### src/rtl/ps2_pkg.sv
// Shared PS/2 definitions: host transmitter FSM states, frame geometry and the parity helper.
package ps2_pkg;

   localparam int unsigned DataBits   = 8;
   localparam int unsigned FrameEdges = 11;
   localparam int unsigned KW         = $clog2(FrameEdges + 1);
   localparam int unsigned IdxW       = $clog2(DataBits);

   typedef enum logic [2:0] {
      StIdle,
      StInhibit,
      StRts,
      StShift,
      StRelease,
      StDone
   } ps2_state_e;

   // Odd parity: the parity bit makes the total count of ones odd.
   function automatic logic odd_parity(input logic [DataBits-1:0] d);
      return ~^d;
   endfunction

endpackage

### src/rtl/ps2_line_filter.sv
// PS/2 line conditioner: 2-flop synchronizer, level glitch filter and falling-edge strobe.
module ps2_line_filter #(
   parameter int unsigned FilterLen = 4
) (
   input  logic i_clock,
   input  logic i_rst,
   input  logic i_pin,
   output logic o_level,
   output logic o_fall
);

   localparam int unsigned CntW = $clog2(FilterLen + 1);

   logic [1:0]      r_sync;
   logic            r_level;
   logic            r_level_q;
   logic [CntW-1:0] r_cnt;
   logic            w_level_d;
   logic [CntW-1:0] w_cnt_d;

   // Idle PS/2 lines are pulled high, so reset to 1 to avoid a spurious edge.
   always_ff @(posedge i_clock or posedge i_rst) begin
      if (i_rst) begin
         r_sync    <= 2'b11;
         r_level   <= 1'b1;
         r_level_q <= 1'b1;
         r_cnt     <= '0;
      end else begin
         r_sync    <= {r_sync[0], i_pin};
         r_level   <= w_level_d;
         r_level_q <= r_level;
         r_cnt     <= w_cnt_d;
      end
   end

   always_comb begin
      w_level_d = r_level;
      w_cnt_d   = '0;
      if (r_sync[1] != r_level) begin
         if (r_cnt == CntW'(FilterLen - 1)) begin
            w_level_d = r_sync[1];
         end else begin
            w_cnt_d = r_cnt + 1'b1;
         end
      end
   end

   assign o_level = r_level;
   assign o_fall  = r_level_q & ~r_level;

endmodule

### src/rtl/ps2_host_tx.sv
// PS/2 host-to-device transmitter: inhibit, request-to-send, device-clocked shift, ACK check
// and timeout recovery on the open-drain clock/data pair.
module ps2_host_tx
   import ps2_pkg::*;
#(
   parameter int unsigned InhibitCyc = 3000,
   parameter int unsigned TimeoutCyc = 50000,
   parameter int unsigned FilterLen  = 4
) (
   input  logic                i_clock,
   input  logic                i_rst,
   input  logic [DataBits-1:0] i_tx_data,
   input  logic                i_tx_valid,
   output logic                o_tx_ready,
   output logic                o_busy,
   output logic                o_done,
   output logic                o_ack_ok,
   output logic                o_err,
   input  logic                i_ps2_clk,
   input  logic                i_ps2_dat,
   output logic                o_ps2_clk_oe,
   output logic                o_ps2_dat_oe
);

   localparam int unsigned InhW = $clog2(InhibitCyc + 1);
   localparam int unsigned TmoW = $clog2(TimeoutCyc + 1);
   localparam logic [InhW-1:0] InhLast = InhW'(InhibitCyc - 1);
   localparam logic [TmoW-1:0] TmoMax  = TmoW'(TimeoutCyc);
   localparam logic [KW-1:0]   KLast   = KW'(FrameEdges - 1);
   localparam logic [KW-1:0]   KData   = KW'(DataBits);
   localparam logic [KW-1:0]   KParity = KW'(DataBits + 1);

   ps2_state_e          r_state;
   ps2_state_e          w_state_d;
   logic [DataBits-1:0] r_data;
   logic                r_parity;
   logic [InhW-1:0]     r_cyc;
   logic [KW-1:0]       r_k;
   logic [TmoW-1:0]     r_tmo;
   logic                r_ack;

   logic            w_clk_level;
   logic            w_clk_fall;
   logic            w_dat_level;
   logic            w_dat_fall_unused;
   logic            w_timeout;
   logic            w_shift_bit;
   logic [IdxW-1:0] w_idx;

   ps2_line_filter #(
      .FilterLen(FilterLen)
   ) u_clk_filter (
      .i_clock(i_clock),
      .i_rst  (i_rst),
      .i_pin  (i_ps2_clk),
      .o_level(w_clk_level),
      .o_fall (w_clk_fall)
   );

   ps2_line_filter #(
      .FilterLen(FilterLen)
   ) u_dat_filter (
      .i_clock(i_clock),
      .i_rst  (i_rst),
      .i_pin  (i_ps2_dat),
      .o_level(w_dat_level),
      .o_fall (w_dat_fall_unused)
   );

   assign w_timeout = (r_tmo == TmoMax);
   assign w_idx     = IdxW'(r_k - KW'(1));

   always_ff @(posedge i_clock or posedge i_rst) begin
      if (i_rst) begin
         r_state <= StIdle;
      end else begin
         r_state <= w_state_d;
      end
   end

   always_comb begin
      w_state_d = r_state;
      unique case (r_state)
         StIdle:    if (i_tx_valid) w_state_d = StInhibit;
         StInhibit: if (r_cyc == InhLast) w_state_d = StRts;
         StRts:     w_state_d = StShift;
         StShift: begin
            if (w_timeout) begin
               w_state_d = StIdle;
            end else if (w_clk_fall && (r_k == KLast)) begin
               w_state_d = StRelease;
            end
         end
         StRelease: begin
            if (w_timeout) begin
               w_state_d = StIdle;
            end else if (w_clk_level && w_dat_level) begin
               w_state_d = StDone;
            end
         end
         StDone:    w_state_d = StIdle;
         default:   w_state_d = StIdle;
      endcase
   end

   // Frame datapath: latched byte/parity, inhibit timer, edge counter, edge timeout.
   always_ff @(posedge i_clock or posedge i_rst) begin
      if (i_rst) begin
         r_data   <= '0;
         r_parity <= 1'b0;
         r_cyc    <= '0;
         r_k      <= '0;
         r_tmo    <= '0;
         r_ack    <= 1'b0;
      end else begin
         case (r_state)
            StIdle: begin
               if (i_tx_valid) begin
                  r_data   <= i_tx_data;
                  r_parity <= odd_parity(i_tx_data);
                  r_cyc    <= '0;
                  r_k      <= '0;
                  r_tmo    <= '0;
                  r_ack    <= 1'b0;
               end
            end
            StInhibit: r_cyc <= r_cyc + 1'b1;
            StRts: begin
               r_k   <= '0;
               r_tmo <= '0;
            end
            StShift: begin
               if (w_clk_fall) begin
                  r_k   <= r_k + 1'b1;
                  r_tmo <= '0;
                  if (r_k == KLast) r_ack <= ~w_dat_level;
               end else if (!w_timeout) begin
                  r_tmo <= r_tmo + 1'b1;
               end
            end
            StRelease: if (!w_timeout) r_tmo <= r_tmo + 1'b1;
            default: ;
         endcase
      end
   end

   // k=0 start bit, 1..8 data LSB first, 9 parity, 10 stop (released).
   always_comb begin
      w_shift_bit = 1'b0;
      if (r_k == '0) begin
         w_shift_bit = 1'b1;
      end else if (r_k <= KData) begin
         w_shift_bit = ~r_data[w_idx];
      end else if (r_k == KParity) begin
         w_shift_bit = ~r_parity;
      end
   end

   always_comb begin
      o_tx_ready   = (r_state == StIdle);
      o_busy       = (r_state != StIdle);
      o_done       = 1'b0;
      o_ack_ok     = 1'b0;
      o_err        = 1'b0;
      o_ps2_clk_oe = 1'b0;
      o_ps2_dat_oe = 1'b0;
      unique case (r_state)
         StIdle:    ;
         StInhibit: o_ps2_clk_oe = 1'b1;
         StRts:     o_ps2_dat_oe = 1'b1;
         StShift: begin
            o_err        = w_timeout;
            o_ps2_dat_oe = w_shift_bit & ~w_timeout;
         end
         StRelease: o_err = w_timeout;
         StDone: begin
            o_done   = 1'b1;
            o_ack_ok = r_ack;
         end
         default: ;
      endcase
   end

endmodule

### config.mk
export PLATFORM = sky130hd
export DESIGN_NAME = ps2_host_tx
export DESIGN_NICKNAME = d
export VERILOG_FILES = /design/src/rtl/ps2_pkg.sv /design/src/rtl/ps2_line_filter.sv /design/src/rtl/ps2_host_tx.sv
export SDC_FILE = /design/constraint.sdc
export NUM_CORES = 1
export LEC_CHECK = 0
export BUFFER_PORTS_ARGS = -buffer_cell sky130_fd_sc_hd__buf_2
export CAP_MARGIN = 20
export CORE_ASPECT_RATIO = 1.5
export CORE_MARGIN = 4
export CORE_UTILIZATION = 60
export CTS_CLUSTER_DIAMETER = 50
export DETAILED_ROUTE_END_ITERATION = 8
export PLACE_DENSITY = 0.8
export REMOVE_ABC_BUFFERS = 1
export SYNTH_ARGS = -nofsm -noshare
export SYNTH_HDL_FRONTEND = slang
export SYNTH_SLANG_ARGS = --single-unit
### constraint.sdc
create_clock -name i_clock -period 8.3 [get_ports i_clock]
set_input_delay 1.66 -clock i_clock [delete_from_list [all_inputs] [get_ports i_clock]]
set_output_delay 1.66 -clock i_clock [all_outputs]
set_load 0.02 [all_outputs]
* After elaboration in Yosys (flattened, before gate mapping)
Index checks and enable logic that the tools add are counted.
W data, S select, Z words.
** Storage, ports and cells
- Register bits :: 58
- Logic and storage cells :: 101
- Input bits :: 13
- Output and inout port bits :: 7
** Operators by class
- Muxes and demuxes :: 34
- Bitwise logic cells :: 7
- Equality and inequality tests :: 19
- Add/sub/neg operators :: 6
- $lt $le $gt $ge :: 2
- Reduce and logical (&&, ||, !) cells :: 19
** Operators by type and width (count)
- $pmux W16 S4 :: 1
- $mux W16 :: 3
- $mux W3 :: 10
- $pmux W12 S2 :: 1
- $add A16 B1 Y16 const B :: 1
- $eq A16 B16 Y1 const B :: 1
- $pmux W3 S5 :: 1
- $add A12 B1 Y12 const B :: 1
- $eq A12 B12 Y1 const B :: 1
- $eq A3 B2 Y1 const B :: 4
- $mux W12 :: 1
- $pmux W4 S3 :: 1
- $mux W1 :: 11
- $reduce_and A2 Y1 :: 5
- $eq A4 B4 Y1 const B :: 2
- $mux W4 :: 2
- $ne A2 B2 Y1 const B :: 4
- $reduce_and A4 Y1 :: 2
- $reduce_xnor A8 Y1 :: 1
- $add A3 B1 Y3 const B :: 2
- $eq A3 B3 Y1 const B :: 2
- $ne A3 B3 Y1 const B :: 2
- $reduce_bool A3 Y1 :: 2
- $not A1 Y1 :: 5
- other kinds (16) :: 21

* Longest topological paths before layout
- Word-level depth :: 8
- Mapped depth :: 9
- Mapped depth without buffers :: 7

* Cells and area by module
A second synthesis with hierarchy kept.
** Second synthesis, totals
- Cells, all modules :: 298
- Area, all modules :: 3101.7 µm²
** Modules (own cells, without submodules)
- ps2_host_tx :: area an instance 2583.7 µm², sequential area each 1126.1 µm², cells an instance 266, times used 1
- ps2_line_filter :: area an instance 259.0 µm², sequential area each 180.2 µm², cells an instance 16, times used 2

* Worst setup path after synthesis
OpenSTA, ideal clock, no wires.
- Path kind :: reg2out
- From :: register r_k[0]
- To :: output o_ps2_dat_oe
- Stages on the path, launching flop included :: 10
- Required time :: 6.640 ns
- Buffers on the path :: 2
- Data arrival time :: 2.389 ns
- Path slack :: 4.251 ns
- Cells stage by stage :: dfrtp_1 > clkbuf_1 > inv_1 > ha_1 > clkbuf_1 > mux2_2 > or3_1 > o2111ai_1 > o21ai_0 > a21oi_1
** Between the ends
- Word-level cells in the longest chain between the ends :: 8
- Elaborated cells between the ends (all ways) :: 12
- Classes of those cells :: add/sub (1); order compare (1); eq/ne (1); mux (6); bitwise (2); reduce/logical (1)
** Ends and longest elaborated chain
- from (decl) :: RTL line ps2_host_tx.sv:38 : logic [KW-1:0] r_k;
- from (signal assigned) :: RTL line ps2_host_tx.sv:134 : r_k <= r_k + 1'b1;
- $sub A3 B1 Y3 :: RTL line ps2_host_tx.sv:71 : assign w_idx = IdxW'(r_k - KW'(1));
- $bmux W1 S3 :: RTL line ps2_host_tx.sv:153 : w_shift_bit = ~r_data[w_idx];
- $mux W1 (not written as such) :: RTL line ps2_host_tx.sv:153
- $not A1 Y1 :: RTL line ps2_host_tx.sv:153
- $mux W1 :: RTL line ps2_host_tx.sv:152 : end else if (r_k <= KData) begin
- $mux W1 (*) :: RTL line ps2_host_tx.sv:150 : if (r_k == '0) begin
- $and A1 B1 Y1 (*) :: RTL line ps2_host_tx.sv:173 : o_ps2_dat_oe = w_shift_bit & ~w_timeout;
- $pmux W1 S2 (*) :: RTL line ps2_host_tx.sv:167 : unique case (r_state)
- to (decl) :: RTL line ps2_host_tx.sv:22 : output logic o_ps2_dat_oe
Every way passes the cells marked *; elsewhere a longest branch is shown, timed or not. The select of a mux whose other input is x is not followed.

* Final worst setup path
Same ends and word-level chain as after synthesis.

==> key figures <==
Timing
  – Final Hold Viols: 0
  – Max Clock Freq: 227.8 MHz
  – Setup Viol. Count Final: 0
  – RSZ-0062 raised after global routing: no
  – Relative slew margins: 39.32%
  – Slew Limit Fails: 0
  – Final Critical Period: 4390 ps
  – Skew final: 8.805 ps
  – Fin crit share: 52.90%
  – Worst slew pin tran: 902.7 ps
  – Fin Setup TNS: 0 ps

Final layout
  – Antenna cells: 0
  – Sequential Area: 1460 sq um
  – Fraction of layout cells with a size suffix above 1: 18.32%
  – Commonest non-fill, non-tap cell in the layout: dfrtp_1
  – Multi-input gate area: 1464 sq um
  – Most frequent cells in the layout: dfrtp_1 (51), nor2_1 (29), buf_2 (19)
  – Fillers: 364
  – # nets final: 339
  – Final non-filler cell total: 388
  – Area growth, synth to finish: 11.59%
  – Final Util: 69.34%

Global routing
  – Initial antenna violation count: 0
  – Total track usage: 21.83%
  – First-pass GRT wire length: 10210 um
  – Global route total overflow: 0
  – Largest net degree at the start of global routing: 59
  – Vias in the first global route: 2301

Place
  – Inst Count DP: 372
  – Detailed Place HPWL: 4122 um
  – GPL Wtd Cong: 0.9065
  – PortBufs: 19

Routing
  – Drt first pass iters: 4
  – 1st-iter DRT viols: 111
  – Routed Antenna Nets: 0
  – Final wirelength: 5940 um
  – Number of vias per cell: 5.894
  – Drt drc: 0
  – DR WL/cell: 15.31 um
  – Vias: 2287

Setup path
  – Crit start category: flip-flop
  – Kind of critical path: reg -> out
  – Worst Setup SP: r_k[0]
  – Crit path max fanout: 11
  – Crit path capture type: primary output
  – Worst path required time: 6640 ps
  – Cells on worst reg2reg path: 5
  – Worst r2r dst: r_tmo[1]
  – Worst EP arrival: 2730 ps
  – Worst R2R Start: r_tmo[5]
  – R2r setup slk: 5860 ps

Pwr
  – Pwr Total: 0.6328 mW
  – P per Cell Area: 188.2 nW/um^2
  – Leakage: 1.575 nW
  – Peak supply drop: 136.1 uV

Floorplan
  – # rows: 31
  – DIE AREA: 6243 sq um
  – Width of the die: 65.86 um
  – Starting Density: 62.14%
  – Die H: 94.79 um
  – Core box area: 4848 sq um
  – I/O Pins: 20

Synthesis
  – Number of flops mapped to enable cells by yosys: 0
  – Yosys top cell by area: dfrtp_1
  – Avg Cell Area, Syn: 10.18 sq um
  – Synth warnings: 0
  – Top_reg_cell synth: dfrtp_1
  – Cells after synthesis: 296
  – Async set-reset flop share out of synthesis: 100.0%
  – Synth cell types: 50
  – Flops & latches, synth: 58
  – Ranking of synthesized cells by area: dfrtp_1 (42%), dfstp_2 (6.1%), mux2_2 (4.5%)
  – Register area share after synthesis: 48.46%
  – Post-synth top area share: 42.36%
  – Cell Area, Synth: 3013 sq um

Clocking
  – CTS buffer count: 9
  – Clock sinks: 58
  – Cts hold-fix bufs: 0
  – Clock Latency Late Sink: 340 ps
  – Clock Path Buffers: 2
  – CTS root buffer: clkbuf_8
  – CTS H-Tree Depth: 3
  – CTS tree: built
  – # resized after CTS: 0
  – Worst-path clk slew: 60 ps
  – Post-CTS setup buffers: 0

Run status
  – Run status: completed

Hold path
  – Min-Delay Path Class: reg -> reg
  – Hold Path Origin: u_clk_filter.r_sync[0]
  – WHS Endpoint: u_clk_filter.r_sync[1]
  – Hold depth: 0

Job
  – Max Cap Violations: 0
==> flip-flops by register name, indices dropped and copies added, names as in the netlist, 2 cells and up <==
signal and count:
r_cyc 12, r_data 8, r_k 4, r_state 3, r_tmo 16, u_clk_filter.r_cnt 3, u_clk_filter.r_sync 2, u_dat_filter.r_cnt 3
u_dat_filter.r_sync 2
==> worst max-delay path by stage <==
stage                    to  slack (ps)
4_1_cts        o_ps2_dat_oe        3910
3_3_place_gp   o_ps2_dat_oe        4380
3_5_place_dp   o_ps2_dat_oe        4330
2_1_floorplan  o_ps2_dat_oe        4490
6_report       o_ps2_dat_oe        3910
5_1_grt               o_err        3740
==> layout make-up <==
type	instances	area share [%]
clock buffers	14	5.136
clock inverters	2	1.042
inverters	10	1.116
multi-input cells	217	43.54
flip-flops and latches	58	43.43
well taps	66	2.456
repair buffers	21	3.275
==> routing by layer <==
metal | GRT usage (%) | vias to the layer above | wire (um)
li1 | - | 1101 | -
met3 | 7.619 | 10 | 184
met4 | 10.90 | 0 | 146
met5 | 0 | - | 0
met2 | 37.41 | 38 | 3211
met1 | 23.47 | 1138 | 2397
==> cell families (layout without fill, tap and decap cells) <==
kind of cell    Yosys count  count (layout)  synth area share [%]
simple gates            122             122                 22.18
compound gates           42              42                 8.639
fa+ha+maj                 9               9                 3.738
mux                      18              18                 6.478
buf+inv                  21              47                 2.948
xor+xnor                 26              26                 7.558
flops                    58              58                 48.46
==> cell usage after synthesis (2+ instances only) <==
library cell,number
buf_2,5
mux2i_1,6
clkbuf_1,5
or4bb_1,2
o21ai_0,17
nand4_1,14
inv_1,9
nand2b_1,4
and4_1,4
or2_2,2
mux2_2,12
xor2_1,15
nor2b_1,5
xnor2_1,11
dfrtp_1,51
nand3b_1,3
a31oi_1,2
nand3_1,14
nor3b_1,6
or3_1,2
ha_1,9
a21oi_1,8
and2_1,3
nor3_1,7
and3_1,5
dfstp_2,7
nor2_1,29
nand2_1,17
==> power by group <==
part           total, mW  internal (mW)  switching (mW)
registers          0.317          0.305          0.0118
clock network      0.268          0.163           0.105
logic             0.0473         0.0243          0.0230
total              0.633          0.493           0.140
==> per-stage QoR <==
step	setup WS, ps	hold WS, ps	instance area (sq um)
after floorplan	4490	345.2	2962
after global placement	4383	345.4	3154
after detailed placement	4325	347.2	3154
after CTS	3914	349.9	3362
after global routing	3742	361.8	3362
final	3910	349.8	3362
==> worst max-delay path, stage by stage (launching register included) <==
cell and delay, ps:
dfrtp_1 550, inv_1 150, ha_1 450, mux2_2 380, or3_1 310, o2111ai_1 100
o21ai_0 110, a21oi_1 150, buf_2 180
Power figures use the tool's default switching activity.
